--- src/rtl/config_pkg.sv ---
// Shared definitions for the JTAG configuration header decoder and payload loader.
package config_pkg;

  localparam int unsigned CFG_WORD_W = 16;
  localparam int unsigned CFG_LEN_W  = 12;

  localparam logic [3:0] CFG_TYPE_FABRIC = 4'h1;
  localparam logic [3:0] CFG_TYPE_KEY    = 4'h2;
  localparam logic [3:0] CFG_TYPE_RBMASK = 4'h3;

  typedef enum logic [2:0] {
    ST_IDLE,
    ST_LOAD,
    ST_DRAIN,
    ST_DONE,
    ST_ERR
  } state_t;

  function automatic logic type_is_legal(input logic [3:0] t);
    return (t == CFG_TYPE_FABRIC) || (t == CFG_TYPE_KEY) || (t == CFG_TYPE_RBMASK);
  endfunction

endpackage

--- src/rtl/word_deserializer.sv ---
// Serial-to-parallel word assembler, MSB first, with a strobe on the last bit.
module word_deserializer
  import config_pkg::*;
#(
  parameter int unsigned WORD_W = CFG_WORD_W
) (
  input  logic              clk,
  input  logic              rst,
  input  logic              clr,
  input  logic              shift,
  input  logic              tdi,
  output logic [WORD_W-1:0] word,
  output logic              word_done
);

  localparam int unsigned     BC_W     = $clog2(WORD_W);
  localparam logic [BC_W-1:0] LAST_BIT = BC_W'(WORD_W - 1);

  // Only WORD_W-1 bits are stored; the final bit comes straight from tdi so the
  // completed word is available in the same cycle its last bit is sampled.
  logic [WORD_W-2:0] sr;
  logic [BC_W-1:0]   bit_cnt;

  assign word      = {sr, tdi};
  assign word_done = shift && (bit_cnt == LAST_BIT);

  // Shift register and bit counter; held while shift is low.
  always_ff @(posedge clk) begin
    if (rst || clr) begin
      sr      <= '0;
      bit_cnt <= '0;
    end else if (shift) begin
      sr      <= word[WORD_W-2:0];
      bit_cnt <= (bit_cnt == LAST_BIT) ? '0 : bit_cnt + BC_W'(1);
    end
  end

endmodule

--- src/rtl/config_payload_loader.sv ---
// Payload loader: deserialises `length` words after a decoded header and hands
// each word to the configuration write port over valid/ready.
module config_payload_loader
  import config_pkg::*;
#(
  parameter int unsigned WORD_W = CFG_WORD_W,
  parameter int unsigned LEN_W  = CFG_LEN_W
) (
  input  logic              clk,
  input  logic              rst,
  input  logic              tdi,
  input  logic              en,
  input  logic              hdr_valid,
  input  logic [3:0]        hdr_type,
  input  logic [LEN_W-1:0]  hdr_length,
  output logic [WORD_W-1:0] word_data,
  output logic [LEN_W-1:0]  word_addr,
  output logic [3:0]        word_type,
  output logic              word_valid,
  input  logic              word_ready,
  output logic              busy,
  output logic              done,
  output logic              err
);

  state_t            state, state_next;
  logic [LEN_W-1:0]  len_q;
  logic [LEN_W-1:0]  wcnt;
  logic [WORD_W-1:0] word;
  logic              word_done;
  logic              shift, xfer, overrun, last_word, start;

  assign shift     = (state == ST_LOAD) && en;
  assign xfer      = word_valid && word_ready;
  assign overrun   = word_done && word_valid && !word_ready;
  assign last_word = (wcnt + LEN_W'(1)) == len_q;
  assign start     = (state == ST_IDLE) && hdr_valid && type_is_legal(hdr_type)
                     && (hdr_length != '0);

  assign busy = (state == ST_LOAD) || (state == ST_DRAIN);
  assign err  = (state == ST_ERR);

  // Counters are held clear outside LOAD, which also clears them on frame start.
  word_deserializer #(
    .WORD_W (WORD_W)
  ) u_deser (
    .clk       (clk),
    .rst       (rst),
    .clr       (state != ST_LOAD),
    .shift     (shift),
    .tdi       (tdi),
    .word      (word),
    .word_done (word_done)
  );

  // State register.
  always_ff @(posedge clk) begin
    if (rst) state <= ST_IDLE;
    else     state <= state_next;
  end

  // Next-state decode.
  always_comb begin
    state_next = state;
    case (state)
      ST_IDLE: begin
        if (hdr_valid) begin
          if (!type_is_legal(hdr_type))  state_next = ST_ERR;
          else if (hdr_length == '0)     state_next = ST_DONE;
          else                           state_next = ST_LOAD;
        end
      end
      ST_LOAD: begin
        if (overrun)                     state_next = ST_ERR;
        else if (word_done && last_word) state_next = ST_DRAIN;
      end
      ST_DRAIN: if (xfer)                state_next = ST_DONE;
      ST_DONE:                           state_next = ST_IDLE;
      ST_ERR:                            state_next = ST_ERR;
      default:                           state_next = ST_IDLE;
    endcase
  end

  // Holding register, word counter and latched header fields.
  always_ff @(posedge clk) begin
    if (rst) begin
      word_data  <= '0;
      word_addr  <= '0;
      word_type  <= '0;
      word_valid <= 1'b0;
      len_q      <= '0;
      wcnt       <= '0;
    end else if (state_next == ST_ERR) begin
      word_valid <= 1'b0;
    end else begin
      if (start) begin
        word_type <= hdr_type;
        len_q     <= hdr_length;
        wcnt      <= '0;
      end
      // A completion takes priority over a transfer so a same-cycle
      // transfer-and-reload keeps word_valid high.
      if (word_done) begin
        word_data  <= word;
        word_addr  <= wcnt;
        wcnt       <= wcnt + LEN_W'(1);
        word_valid <= 1'b1;
      end else if (xfer) begin
        word_valid <= 1'b0;
      end
    end
  end

  // Completion pulse, registered one cycle after the DONE state.
  always_ff @(posedge clk) begin
    if (rst) done <= 1'b0;
    else     done <= (state == ST_DONE);
  end

endmodule
--- config.mk ---
export PLATFORM = sky130hd
export DESIGN_NAME = config_payload_loader
export DESIGN_NICKNAME = d
export VERILOG_FILES = /design/src/rtl/config_pkg.sv /design/src/rtl/word_deserializer.sv /design/src/rtl/config_payload_loader.sv
export SDC_FILE = /design/constraint.sdc
export NUM_CORES = 1
export LEC_CHECK = 0
export ABC_AREA = 1
export BUFFER_PORTS_ARGS = -buffer_cell sky130_fd_sc_hd__buf_2
export CAP_MARGIN = 40
export CORE_MARGIN = 4
export CORE_UTILIZATION = 40
export CTS_CLUSTER_SIZE = 12
export DETAILED_ROUTE_END_ITERATION = 12
export HOLD_SLACK_MARGIN = 0.03
export PLACE_DENSITY = 0.68
export SYNTH_ARGS = -nofsm -noshare
export SYNTH_HDL_FRONTEND = slang
export SYNTH_SLANG_ARGS = --single-unit
--- constraint.sdc ---
create_clock -name clk -period 2.05 [get_ports clk]
set_input_delay 0.205 -clock clk [delete_from_list [all_inputs] [get_ports clk]]
set_output_delay 0.205 -clock clk [all_outputs]
set_load 0.02 [all_outputs]
==> impl_metrics.json, run 1 <==
{
  "avgSynthCellArea_um2": 7.540,
  "slew_violations": 0,
  "hp-class": "in2reg",
  "ys_ff_latch": 80,
  "cts.sinks": 80,
  "grt_max_degree": 42,
  "gp_congestion": 0.8239,
  "syn_inst": 462,
  "fin_tns_setup_ps": 0,
  "dp_cells": 617,
  "rows": 33,
  "status": "finished clean",
  "cts_setup_buffers": 0,
  "dieArea_um2": 10270,
  "pwr_density_cell_nw_per_um2": 696.5,
  "maxSlewHeadroom": 0.6379,
  "drive_gt1_frac": 0.2330,
  "yosysWarningCount": 0,
  "start_util": 0.4176,
  "post_drt_wl_per_cell_um": 13.44,
  "critPathArrivalTime_ps": 2080,
  "cts_tree": "yes",
  "ios": 58,
  "post_cts_resize_count": 0,
  "viasPerCell": 5.141,
  "synthesis.area_um2": 3483,
  "cp-start-kind": "flip-flop",
  "critPathRequiredTime_ps": 2250,
  "clkSlewWorstSetupHoldPaths_ps": 90,
  "first_pass_iters": 4,
  "fin_crit_sh": 0.9151,
  "drcViolationCount": 0,
  "cts_root_buffer": "clkbuf_8",
  "final-hold-violation-count": 0,
  "ant_nets": 0,
  "route.vias.total": 3254,
  "n_fill_cell": 848,
  "ctsHoldBuffers": 0,
  "diodes": 0,
  "clk_latency_ps": 350,
  "leakage_uw": 0.001717,
  "grt_pass1_wl_um": 14490,
  "first_global_vias": 3152,
  "cp_max_fo": 6,
  "rsz0062_at_grt": "false",
  "topRoutingLayerUsed": "met4",
  "hpwl_um": 6174,
  "core_um2": 8341,
  "m1WireLength_um": 3858,
  "final_cells": 633,
  "grt_util_all_layers": 0.1749,
  "chipHeight_um": 101.3,
  "clock_path_buffers": 2,
  "portBuffers": 57,
  "synth_nets": 486,
  "met3WireLength_um": 397,
  "maxCapViolCount": 0,
  "critical_path_class": "reg2reg",
  "synth_cell_types": 34,
  "vdd_ir_drop_max_v": 0.0004281,
  "overflow": 0,
  "setup_violations": 0,
  "drt_iter0_drc": 142,
  "cts-htree-levels": 3,
  "fin_worst_skew_ps": 8.547,
  "fp.dieW_um": 101.3,
  "min_period_ps": 1876,
  "wl_um": 8505,
  "clock.fmax_ghz": 0.5331,
  "cp-end-kind": "flip-flop",
  "synth-seq-area-share": 0.4598,
  "antenna_found_initial": 0,
  "fin_nets": 547,
  "worst_slew_pin_slew_ps": 543.1,
  "cts_made_buffers": 9,
  "area_growth_pct": 18.21,
  "routed-wl-met2_um": 4096
}
## cell families after synthesis
group | count (synthesis) | synth area share
DFF | 80 | 0.4598
adders and majority gates | 2 | 0.007183
and+or+nand+nor | 208 | 0.2784
AOI/OAI and AO/OA | 112 | 0.1742
buffers and inverters | 56 | 0.06645
xor gates and xnor gates | 4 | 0.01401
## final cells by class
cell class | count | area [um2] | area share
clock buffers | 10 | 127.6 | 0.03099
inverters | 36 | 135.1 | 0.03282
repair buffers | 70 | 407.9 | 0.09906
multi-input cells | 326 | 1653 | 0.4014
flip-flops and latches | 80 | 1603 | 0.3892
clock inverters | 6 | 60.06 | 0.01459
well taps | 105 | 131.4 | 0.03191
## synth_stat cells
cell	count	area share
a21boi_0	1	0.0022
a21oi_1	38	0.055
a21oi_2	10	0.025
a31oi_1	2	0.0036
and3_1	1	0.0018
buf_1	1	0.0011
buf_2	3	0.0043
buf_4	2	0.0043
buf_6	1	0.0032
clkbuf_1	11	0.012
clkbuf_2	2	0.0029
clkinv_1	1	0.0011
dfxtp_1	80	0.46
ha_1	2	0.0072
inv_1	32	0.034
inv_2	3	0.0032
nand2_1	63	0.068
nand2_2	12	0.022
nand3_1	34	0.049
nand3_2	2	0.0057
nand3b_1	3	0.0065
nand4_1	4	0.0072
nor2_1	73	0.079
nor2_2	2	0.0036
nor2_4	6	0.019
nor2_8	1	0.0057
nor3_1	3	0.0043
nor4_1	4	0.0072
o21ai_0	59	0.085
o21ai_1	1	0.0014
o31a_1	1	0.0025
xnor2_1	1	0.0025
xnor3_1	1	0.0065
xor2_1	2	0.0050
## worst paths after layout
path	slack, ps	cells past startpoint	from	end
setup / recovery	170	12	wcnt[0]	state[0]
hold / removal	110	3	tdi	word_data[0]
setup reg to reg	170	12	wcnt[0]	state[0]
hold reg to reg	440	2	word_type[2]	word_type[2]
## per-stage QoR
step                cell area (um2)  total power [uW]    util  worst slack, ps  hold slack [ps]
global placement               3926              1763  0.4707            176.2            426.9
finish                         4118              2868  0.4937            174.1            111.3
detailed placement             3926              1766  0.4707            125.6            428.9
global route                   4118              2981  0.4937            14.98            136.1
floorplan                      3483              1702       -            428.9            339.9
CTS                            4114              2885  0.4932            108.6            105.9
## registers in the layout (all words and copies together) (netlist names)
name and flops:
u_deser.sr 15, state 3, word_addr 12, len_q 12
u_deser.bit_cnt 4, word_data 16, word_valid 1, done 1
wcnt 12, word_type 4
## layout by cell type (no fill, tap or decap)
master / instances
nor2_2: 2
clkinvlp_4: 2
clkinv_2: 3
xor2_1: 2
bufinv_16: 1
buf_12: 2
nor3_1: 3
dfxtp_1: 79
nor2_4: 6
nor4_1: 4
o31a_1: 1
nor2_1: 73
and3_1: 1
clkinv_1: 1
a21oi_1: 38
a31oi_1: 2
inv_2: 3
nand3_1: 34
buf_2: 57
nor2_8: 1
nand2_2: 12
clkbuf_8: 9
ha_1: 1
dfxtp_2: 1
nand3b_1: 3
a21oi_2: 10
inv_1: 32
buf_4: 11
nand2_1: 63
xnor2_1: 1
nand3_2: 2
a21boi_0: 1
nand4_1: 4
xnor3_1: 1
o21ai_0: 59
ha_2: 1
o21ai_1: 1
clkbuf_1: 1
## power breakdown
group	switching, uW	total [uW]	internal, uW
clock	581	1140	557
sequential	9.77	1580	1570
combinational	98.2	153	54.5
## worst max-delay path, stage by stage (launching register included)
cell     delay [ps]
dfxtp_1         430
ha_2            260
nand3_1         160
nor2_4          170
nand2_1          70
nand2_1          80
nand2_1          70
nand2_1          60
nand2_1          50
nor2_1          150
nand3_1         100
nand2_1          80
a21oi_1          70
## routing by layer
metal	global-route usage	vias to the layer above
li1	-	1645
met1	0.2196	1516
met2	0.2887	81
met3	0.03512	12
met4	0.08078	0
met5	0	-
Power figures use the tool's default switching activity.
==> run 2, diff against run 1 <==
Settings changed: RECOVER_POWER set to 50.
Clock period 2.05 ns to 2.3 ns, I/O delays scaled along.
==> impl_metrics.json, run 2 (synthesis results as in run 1) <==
{
  "dp_cells": 613,
  "cp-end-kind": "flip-flop",
  "hpwl_um": 6234,
  "fin_worst_skew_ps": 6.162,
  "clock.fmax_ghz": 0.4958,
  "diodes": 0,
  "antenna_found_initial": 0,
  "first_global_vias": 3189,
  "drcViolationCount": 0,
  "critPathArrivalTime_ps": 2290,
  "largest_register": "word_data",
  "grt_pass1_wl_um": 14610,
  "chipHeight_um": 101.3,
  "drt_iter0_drc": 191,
  "start_util": 0.4176,
  "critical_path_class": "reg2reg",
  "first_pass_iters": 4,
  "worst_slew_pin_slew_ps": 960.5,
  "cp-start-kind": "flip-flop",
  "post_cts_resize_count": 0,
  "final_common_cell": "dfxtp_1",
  "maxSlewHeadroom": 0.3597,
  "placed_area_um2": 3871,
  "min_period_ps": 2017,
  "multi_input_area_um2": 1650,
  "slew_violations": 0,
  "post_drt_wl_per_cell_um": 13.65,
  "portBuffers": 57,
  "fin_area_um2": 4006,
  "cts_root_buffer": "clkbuf_8",
  "reg2reg_to": "word_data[8]",
  "holdWs_ps": 121.5,
  "cts.sinks": 80,
  "rows": 33,
  "grt_util_all_layers": 0.1771,
  "clock_path_buffers": 2,
  "fin_nets": 543,
  "cts_setup_buffers": 0,
  "viasPerCell": 5.094,
  "min_to": "state[1]",
  "busiest_layer": "met2",
  "leakage_uw": 0.001526,
  "grtUsageMet1": 0.2158,
  "setup_violations": 0,
  "largest_register_ffs": 16,
  "ctsHoldBuffers": 0,
  "grtUsageMet2": 0.3073,
  "drive_gt1_frac": 0.1453,
  "fin_crit_sh": 0.8770,
  "final-hold-violation-count": 0,
  "rsz0062_at_grt": "false",
  "grt_max_degree": 35,
  "wl_um": 8575,
  "cts_tree": "yes",
  "status": "finished clean",
  "final_cells": 628,
  "overflow": 0,
  "vdd_ir_drop_max_v": 0.0003584,
  "rrSetupSlack_ps": 280,
  "reg.largest.list": "word_data (16), u_deser.sr (15)",
  "reg2reg_from": "state[1]",
  "ant_nets": 0,
  "met3_usage": 0.04063,
  "core_um2": 8341,
  "hp-start": "rst",
  "fin_tns_setup_ps": 0,
  "hold_path_depth": 2,
  "fp.dieW_um": 101.3,
  "final_cell_mix": "dfxtp_1 (80), nor2_1 (73), nand2_1 (63)",
  "n_fill_cell": 870,
  "pwr_density_cell_nw_per_um2": 636.5,
  "dieArea_um2": 10270,
  "ios": 58,
  "maxCapViolCount": 0,
  "hp-class": "in2reg",
  "cts_made_buffers": 9,
  "totalPowerFinal_uw": 2550,
  "r2r_cells": 9,
  "cts-htree-levels": 3,
  "route.vias.total": 3199,
  "clkSlewWorstSetupHoldPaths_ps": 80,
  "ff_latch_area_um2": 1602,
  "gp_congestion": 0.8987,
  "area_growth_pct": 15.01,
  "cp_max_fo": 34,
  "clk_latency_ps": 340,
  "critPathRequiredTime_ps": 2580
}
## run 2: cell count changes in the layout (fill, tap and decap cells not counted), sizes merged
| cell | before | now |
|---|---|---|
| buf | 70 | 28 |
| clkbuf | 10 | 50 |
| clkinv | 4 | 2 |
| clkinvlp | 2 | 1 |
## run 2: worst max-delay path by stage
stage | from | end | slack, ps | cells after the start
3_3_place_gp | hdr_type[2] | word_data[7] | 330 | 9
6_report | state[1] | word_data[8] | 280 | 9
3_5_place_dp | hdr_type[2] | word_data[8] | 300 | 9
4_1_cts | state[1] | word_data[8] | 300 | 9
2_1_floorplan | state[1] | wcnt[3] | 680 | 10
5_1_grt | u_deser.bit_cnt[0] | word_addr[7] | 50 | 8
## run 2: per-stage QoR
stage	utilization	worst slack [ps]
finish	0.4803	282.9
floorplan	-	678.9
global placement	0.4632	329.5
global route	0.4803	50.14
detailed placement	0.4641	296.3
CTS	0.4866	300.8
## run 2: worst max-delay path: stages, from the launching register on
cell and delay [ps]:
dfxtp_1 400, nor2_1 100, inv_1 60, nor2_1 40, a31oi_1 240, nand2_2 150, nor2_8 400, buf_4 310
o21ai_0 110, a21oi_1 140
## run 2: area by class of cell
class | instances | area share
Clock inverter | 3 | 0.01062
Multi-Input combinational cell | 326 | 0.4119
Clock buffer | 12 | 0.03623
Sequential cell | 80 | 0.3998
Tap cell | 105 | 0.03279
Inverter | 36 | 0.03373
Timing Repair Buffer | 66 | 0.07495
## run 2: routing by layer
metal | vias to the layer above | part of all wire
met1 | 1486 | 0.44
met2 | 63 | 0.50
met5 | - | 0
met4 | 0 | 0.014
met3 | 11 | 0.046
li1 | 1639 | -
## run 2: power breakdown
group	switching, uW	total, uW	internal [uW]
logic	85.0	129	43.6
registers	9.08	1410	1400
clock network	490	1020	525
total	585	2550	1970
